[src/rtl/twpm_wb_decoder.sv]
// Wishbone address decoder and response arbiter between the NEORV32 external
// bus master and the two TwPM slaves (FPGA register/RAM window, DDR3 controller).
// Each request is registered, routed to one slave with a gated strobe, and the
// selected slave's data/ack/err are returned to the master. Unmapped accesses
// and hung slaves become a master error, and the last error is logged.
module twpm_wb_decoder #(
  parameter logic [3:0]  SLV0_TAG       = 4'hF,
  parameter logic [3:0]  SLV1_TAG       = 4'h9,
  parameter int unsigned TIMEOUT_CYCLES = 255
) (
  input  logic        clk_i,
  input  logic        rst_i,
  // master side
  input  logic [31:0] m_adr_i,
  input  logic [31:0] m_dat_i,
  input  logic        m_we_i,
  input  logic [3:0]  m_sel_i,
  input  logic        m_stb_i,
  input  logic        m_cyc_i,
  output logic [31:0] m_dat_o,
  output logic        m_ack_o,
  output logic        m_err_o,
  // shared slave request
  output logic [31:0] s_adr_o,
  output logic [31:0] s_dat_o,
  output logic        s_we_o,
  output logic [3:0]  s_sel_o,
  output logic        s_cyc_o,
  // slave 0
  output logic        s0_stb_o,
  input  logic [31:0] s0_dat_i,
  input  logic        s0_ack_i,
  input  logic        s0_err_i,
  // slave 1
  output logic        s1_stb_o,
  input  logic [31:0] s1_dat_i,
  input  logic        s1_ack_i,
  input  logic        s1_err_i,
  // error log
  output logic [31:0] err_adr_o,
  output logic [1:0]  err_cause_o,
  output logic [7:0]  err_cnt_o
);

  typedef enum logic [1:0] {
    ST_IDLE = 2'd0,
    ST_BUSY = 2'd1,
    ST_RESP = 2'd2
  } state_t;

  typedef enum logic [1:0] {
    CAUSE_NONE     = 2'b00,
    CAUSE_UNMAPPED = 2'b01,
    CAUSE_SLV_ERR  = 2'b10,
    CAUSE_TIMEOUT  = 2'b11
  } cause_t;

  // Last counter value seen in BUSY before the timeout fires; BUSY therefore
  // lasts exactly TIMEOUT_CYCLES cycles when the slave stays silent.
  localparam logic [15:0] TMO_LAST = 16'(TIMEOUT_CYCLES - 1);

  state_t      state_q, state_d;
  logic        tgt_q, tgt_d;          // 0: slave 0, 1: slave 1
  logic        resp_err_q;            // response kind presented in RESP
  logic [15:0] tmo_cnt_q;
  logic [31:0] m_dat_q;
  logic [31:0] s_adr_q, s_dat_q;
  logic        s_we_q;
  logic [3:0]  s_sel_q;
  logic [31:0] err_adr_q;
  cause_t      err_cause_q;
  logic [7:0]  err_cnt_q;

  logic        req;
  logic [3:0]  tag;
  logic        hit0, hit1;
  logic        sel_ack, sel_err;
  logic [31:0] sel_dat;
  logic        tmo_hit;

  logic        capture_req;
  logic        capture_dat;
  logic        set_err;
  cause_t      err_cause_d;
  logic [31:0] err_adr_d;

  assign req  = m_cyc_i & m_stb_i;
  assign tag  = m_adr_i[31:28];
  assign hit0 = (tag == SLV0_TAG);
  assign hit1 = (tag == SLV1_TAG);

  // Only the selected slave's response is visible to the FSM.
  assign sel_ack = tgt_q ? s1_ack_i : s0_ack_i;
  assign sel_err = tgt_q ? s1_err_i : s0_err_i;
  assign sel_dat = tgt_q ? s1_dat_i : s0_dat_i;
  assign tmo_hit = (tmo_cnt_q == TMO_LAST);

  // Next-state and control decode for the request/response FSM.
  always_comb begin
    // NOTE: every signal gets a default before the case so no path leaves it
    // unassigned, which would otherwise infer a latch.
    state_d     = state_q;
    tgt_d       = tgt_q;
    capture_req = 1'b0;
    capture_dat = 1'b0;
    set_err     = 1'b0;
    err_cause_d = CAUSE_NONE;
    err_adr_d   = s_adr_q;

    unique case (state_q)
      ST_IDLE: begin
        if (req) begin
          capture_req = 1'b1;
          if (hit0 || hit1) begin
            state_d = ST_BUSY;
            tgt_d   = ~hit0;
          end else begin
            state_d     = ST_RESP;
            set_err     = 1'b1;
            err_cause_d = CAUSE_UNMAPPED;
            err_adr_d   = m_adr_i;
          end
        end
      end

      ST_BUSY: begin
        if (!m_cyc_i) begin
          // master abort: silently abandon the access
          state_d = ST_IDLE;
        end else if (sel_err) begin
          // err has priority over a simultaneous ack
          state_d     = ST_RESP;
          set_err     = 1'b1;
          err_cause_d = CAUSE_SLV_ERR;
        end else if (sel_ack) begin
          state_d     = ST_RESP;
          capture_dat = 1'b1;
        end else if (tmo_hit) begin
          state_d     = ST_RESP;
          set_err     = 1'b1;
          err_cause_d = CAUSE_TIMEOUT;
        end
      end

      ST_RESP: begin
        state_d = ST_IDLE;
      end

      default: begin
        state_d = ST_IDLE;
      end
    endcase
  end

  // State, request capture, response data, timeout counter and error log.
  always_ff @(posedge clk_i) begin
    if (rst_i) begin
      state_q     <= ST_IDLE;
      tgt_q       <= 1'b0;
      resp_err_q  <= 1'b0;
      tmo_cnt_q   <= '0;
      m_dat_q     <= '0;
      s_adr_q     <= '0;
      s_dat_q     <= '0;
      s_we_q      <= 1'b0;
      s_sel_q     <= '0;
      err_adr_q   <= '0;
      err_cause_q <= CAUSE_NONE;
      err_cnt_q   <= '0;
    end else begin
      // NOTE: non-blocking assignments so every register samples the values
      // from before this edge, independent of statement order.
      state_q    <= state_d;
      tgt_q      <= tgt_d;
      resp_err_q <= set_err;

      if (state_q == ST_BUSY && state_d == ST_BUSY) begin
        tmo_cnt_q <= tmo_cnt_q + 16'd1;
      end else begin
        tmo_cnt_q <= '0;
      end

      if (capture_req) begin
        s_adr_q <= m_adr_i;
        s_dat_q <= m_dat_i;
        s_we_q  <= m_we_i;
        s_sel_q <= m_sel_i;
      end

      if (capture_dat) begin
        m_dat_q <= sel_dat;
      end

      if (set_err) begin
        err_adr_q   <= err_adr_d;
        err_cause_q <= err_cause_d;
        if (err_cnt_q != 8'hFF) begin
          err_cnt_q <= err_cnt_q + 8'd1;
        end
      end
    end
  end

  // Strobes and responses decode straight from registered state, so they all
  // drop on the same edge that leaves BUSY/RESP, including the reset edge.
  assign s_cyc_o     = (state_q == ST_BUSY);
  assign s0_stb_o    = s_cyc_o & ~tgt_q;
  assign s1_stb_o    = s_cyc_o &  tgt_q;
  assign m_ack_o     = (state_q == ST_RESP) & ~resp_err_q;
  assign m_err_o     = (state_q == ST_RESP) &  resp_err_q;
  assign m_dat_o     = m_dat_q;
  assign s_adr_o     = s_adr_q;
  assign s_dat_o     = s_dat_q;
  assign s_we_o      = s_we_q;
  assign s_sel_o     = s_sel_q;
  assign err_adr_o   = err_adr_q;
  assign err_cause_o = err_cause_q;
  assign err_cnt_o   = err_cnt_q;

endmodule

[config.mk]
export PLATFORM = sky130hd
export DESIGN_NAME = twpm_wb_decoder
export DESIGN_NICKNAME = d
export VERILOG_FILES = /design/src/rtl/twpm_wb_decoder.sv
export SDC_FILE = /design/constraint.sdc
export NUM_CORES = 1
export LEC_CHECK = 0
export ABC_CLOCK_PERIOD_IN_PS = 5390
export CELL_PAD_IN_SITES_DETAIL_PLACEMENT = 0
export CELL_PAD_IN_SITES_GLOBAL_PLACEMENT = 1
export CORE_ASPECT_RATIO = 0.5
export CORE_MARGIN = 5
export CORE_UTILIZATION = 29
export CTS_CLUSTER_DIAMETER = 150
export CTS_CLUSTER_SIZE = 30
export DETAILED_ROUTE_END_ITERATION = 16
export GPL_TIMING_DRIVEN = 0
export PLACE_DENSITY_LB_ADDON = 0.12
export SETUP_SLACK_MARGIN = 0.15
export SYNTH_ARGS = -nofsm -noshare
export SYNTH_HDL_FRONTEND = slang
export SYNTH_SLANG_ARGS = --single-unit
[constraint.sdc]
create_clock -name clk_i -period 5.39 [get_ports clk_i]
set_input_delay 1.078 -clock clk_i [delete_from_list [all_inputs] [get_ports clk_i]]
set_output_delay 1.078 -clock clk_i [all_outputs]
set_load 0.005 [all_outputs]
==> results.sh <==
export IMPL_critPathLaunchType="input pin"
export IMPL_post_cts_buffers=0
export IMPL_dp_hpwl_mm=17.5
export IMPL_drive_above_1_share=0.0449
export IMPL_r2r_start="state_q[1]"
export IMPL_htree_levels=4
export IMPL_cts_root_buf="clkbuf_16"
export IMPL_ios=289
export IMPL_reg2reg_depth=7
export IMPL_yosys_area_top_type="dfxtp_1"
export IMPL_r2r_end="err_cnt_o[6]"
export IMPL_fin_crit_sh=0.676
export IMPL_synth_warnings=0
export IMPL_ant_nets=0
export IMPL_synth_main_ff_cell="dfxtp_1"
export IMPL_die_x_um=222
export IMPL_worstSetupPathType="in -> reg"
export IMPL_overflow=0
export IMPL_synth_edf_count=0
export IMPL_coreArea_um2=21900
export IMPL_syn_nets=895
export IMPL_layout_min_cycle_time_ns=3.64
export IMPL_synth_async_sr_flop_share=0
export IMPL_reg2reg_setup_slack_ns=2.40
export IMPL_drt_vias_per_instance=4.57
export IMPL_tightest_slew_ns=1.16
export IMPL_fin_cells=1372
export IMPL_start_util=0.298
export IMPL_syn_to_final_growth_pct=59.4
export IMPL_synth_ff_latch_count=163
export IMPL_die_y_um=116
export IMPL_synth_cell_type_count=50
export IMPL_place_congestion=0.794
export IMPL_firstDrtPassIters=4
export IMPL_grt_pass1_wl_mm=34.7
export IMPL_cts_tree="built"
export IMPL_avgSynthCellArea_um2=8.67
export IMPL_synth_area_um2=6510
export IMPL_clk_latency_ns=0.43
export IMPL_clk_pin_slew_ns=0.06
export IMPL_grt_usage=0.171
export IMPL_syn_inst=751
export IMPL_wl_mm=22.7
export IMPL_ir_drop_mv=0.172
export IMPL_clock_path_buffers=2
export IMPL_rsz0062_at_grt="no"
export IMPL_cts_resized=0
export IMPL_final_util=0.474
export IMPL_drt_iter0_drc=344
export IMPL_num_vias=6269
export IMPL_cp_max_fo=10
export IMPL_grt_max_degree=17
export IMPL_setup_viol=0
export IMPL_min_path_type="reg -> reg"
export IMPL_relSlewSlack=0.224
export IMPL_hold_depth=2
export IMPL_max_freq_ghz=0.274
export IMPL_antenna_found_initial=4
export IMPL_ys_seq_area_frac=0.501
export IMPL_fillCellCount=2146
export IMPL_finalClockSkew_ns=0.00702
export IMPL_grt_pass1_vias=6090
export IMPL_finalSetupTns_ns=0
export IMPL_drc_errors=0
export IMPL_leakage_uw=0.00343
export IMPL_die_area_um2=25700
export IMPL_yosysTopAreaCellShare=0.501
export IMPL_holdWs_ns=0.452
export IMPL_cts_buffers_inserted=17
export IMPL_slew_violations=0
export IMPL_min_from="s_dat_o[18]"
export IMPL_synth_area_leaders="dfxtp_1 50%, nand2_1 10%, mux2i_1 9.8%"
export IMPL_layout_nets=1201
export IMPL_p_per_area_nw_per_um2=277
export IMPL_hold_viol=0
export IMPL_clock_sinks=163
export IMPL_portBuffers=287
export IMPL_critPathArrivalTime_ns=3.97
export IMPL_std_cell_rows=38
export IMPL_holdPathEnd="s_dat_o[18]"
export IMPL_placed_cells=1338
export IMPL_end_kind="register"
export IMPL_maxCapViolCount=0
export IMPL_cp_data_required_time_ns=5.72
export IMPL_cts_hold_buffers=0
export IMPL_outcome="complete, no violations"
export IMPL_wl_per_cell_um=16.6
## cell families after synthesis
logic type                 Yosys count  share of synthesized area
and+or+nand+nor                    288                      0.187
DFF                                163                      0.501
AOI/OAI and AO/OA                  160                      0.143
muxes                               65                      0.100
buffers and inverters               57                     0.0427
xor gates and xnor gates            15                     0.0202
adders and majority gates            3                    0.00577
## per-layer routing
layer,share of wire,vias to the layer above,track usage
met5,0.0018,-,0
met4,0.023,4,0.0665
met3,0.052,34,0.0481
met2,0.46,159,0.274
met1,0.46,2900,0.223
li1,-,3172,-
## synth_stat cells, drive strengths merged (2+ instances only)
| cell type | n |
|---|---|
| xor2 | 9 |
| a211oi | 34 |
| o21a | 2 |
| ha | 3 |
| mux2i | 64 |
| or4 | 4 |
| nand3 | 11 |
| nand4 | 4 |
| nand2 | 180 |
| nor3b | 2 |
| nor2b | 3 |
| and3 | 3 |
| buf | 10 |
| inv | 3 |
| and3b | 2 |
| a21oi | 79 |
| nor2 | 63 |
| o21ai | 35 |
| xnor2 | 6 |
| dfxtp | 163 |
| nor4 | 3 |
| o31ai | 3 |
| or3 | 4 |
| clkbuf | 43 |
## critical path, stage by stage
cell             delay (ns)
clkdlybuf4s50_1        0.45
nand4bb_1              0.12
clkbuf_1               0.47
a31oi_1                0.22
a211oi_1               0.95
buf_2                  0.40
nor2_1                 0.08
o211a_1                0.20
## worst max-delay path by stage
stage / from / end / depth (start not counted)
2_1_floorplan: m_cyc_i / err_cnt_o[6] / 7
3_3_place_gp: m_cyc_i / err_cnt_o[6] / 8
3_5_place_dp: m_cyc_i / err_cnt_o[6] / 8
4_1_cts: m_cyc_i / err_cnt_o[6] / 8
5_1_grt: m_cyc_i / err_cnt_o[0] / 8
6_report: m_cyc_i / err_cnt_o[6] / 8
## cells in the final DEF, fill, tap and decap left out, drive strengths merged, types with 7 or more instances in the layout
| cell | n |
|---|---|
| a211oi | 34 |
| a21oi | 79 |
| buf | 10 |
| clkbuf | 60 |
| clkdlybuf4s50 | 287 |
| clkinv | 7 |
| dfxtp | 163 |
| mux2i | 64 |
| nand2 | 180 |
| nand3 | 11 |
| nor2 | 63 |
| o21ai | 35 |
| xor2 | 9 |
## layout make-up
type | instances | area (um^2) | share of cell area
Clock inverter | 15 | 189 | 0.0182
Buffer | 53 | 263 | 0.0253
Antenna cell | 2 | 5.00 | 0.000482
Sequential cell | 163 | 3260 | 0.314
Timing Repair Buffer | 287 | 2870 | 0.277
Inverter | 4 | 15.0 | 0.00145
Tap cell | 300 | 375 | 0.0362
Clock buffer | 17 | 425 | 0.0410
Multi-Input combinational cell | 531 | 2970 | 0.286
## flip-flops by register name (all words and copies together) (netlist names)
signal	cells
err_adr_o	32
err_cause_o	2
err_cnt_o	8
m_dat_o	32
resp_err_q	1
s_adr_o	32
s_dat_o	32
s_sel_o	4
s_we_o	1
state_q	2
tgt_q	1
tmo_cnt_q	16
## power by group
part	internal [uW]	leakage, uW	total, uW	switching (uW)
Clock	771	0.000295	1280	510
Sequential	1240	0.00132	1270	24.8
Combinational	194	0.00181	327	133
## per-stage QoR
stage / setup WS [ns] / area (um^2) / total power (uW)
floorplan: 2.72 / 6510 / 1400
global placement: 1.31 / 9760 / 1620
detailed placement: 1.28 / 9760 / 1630
CTS: 1.74 / 10400 / 2920
global route: 1.57 / 10400 / 3010
finish: 1.75 / 10400 / 2880
(Power assumes the default switching activity.)
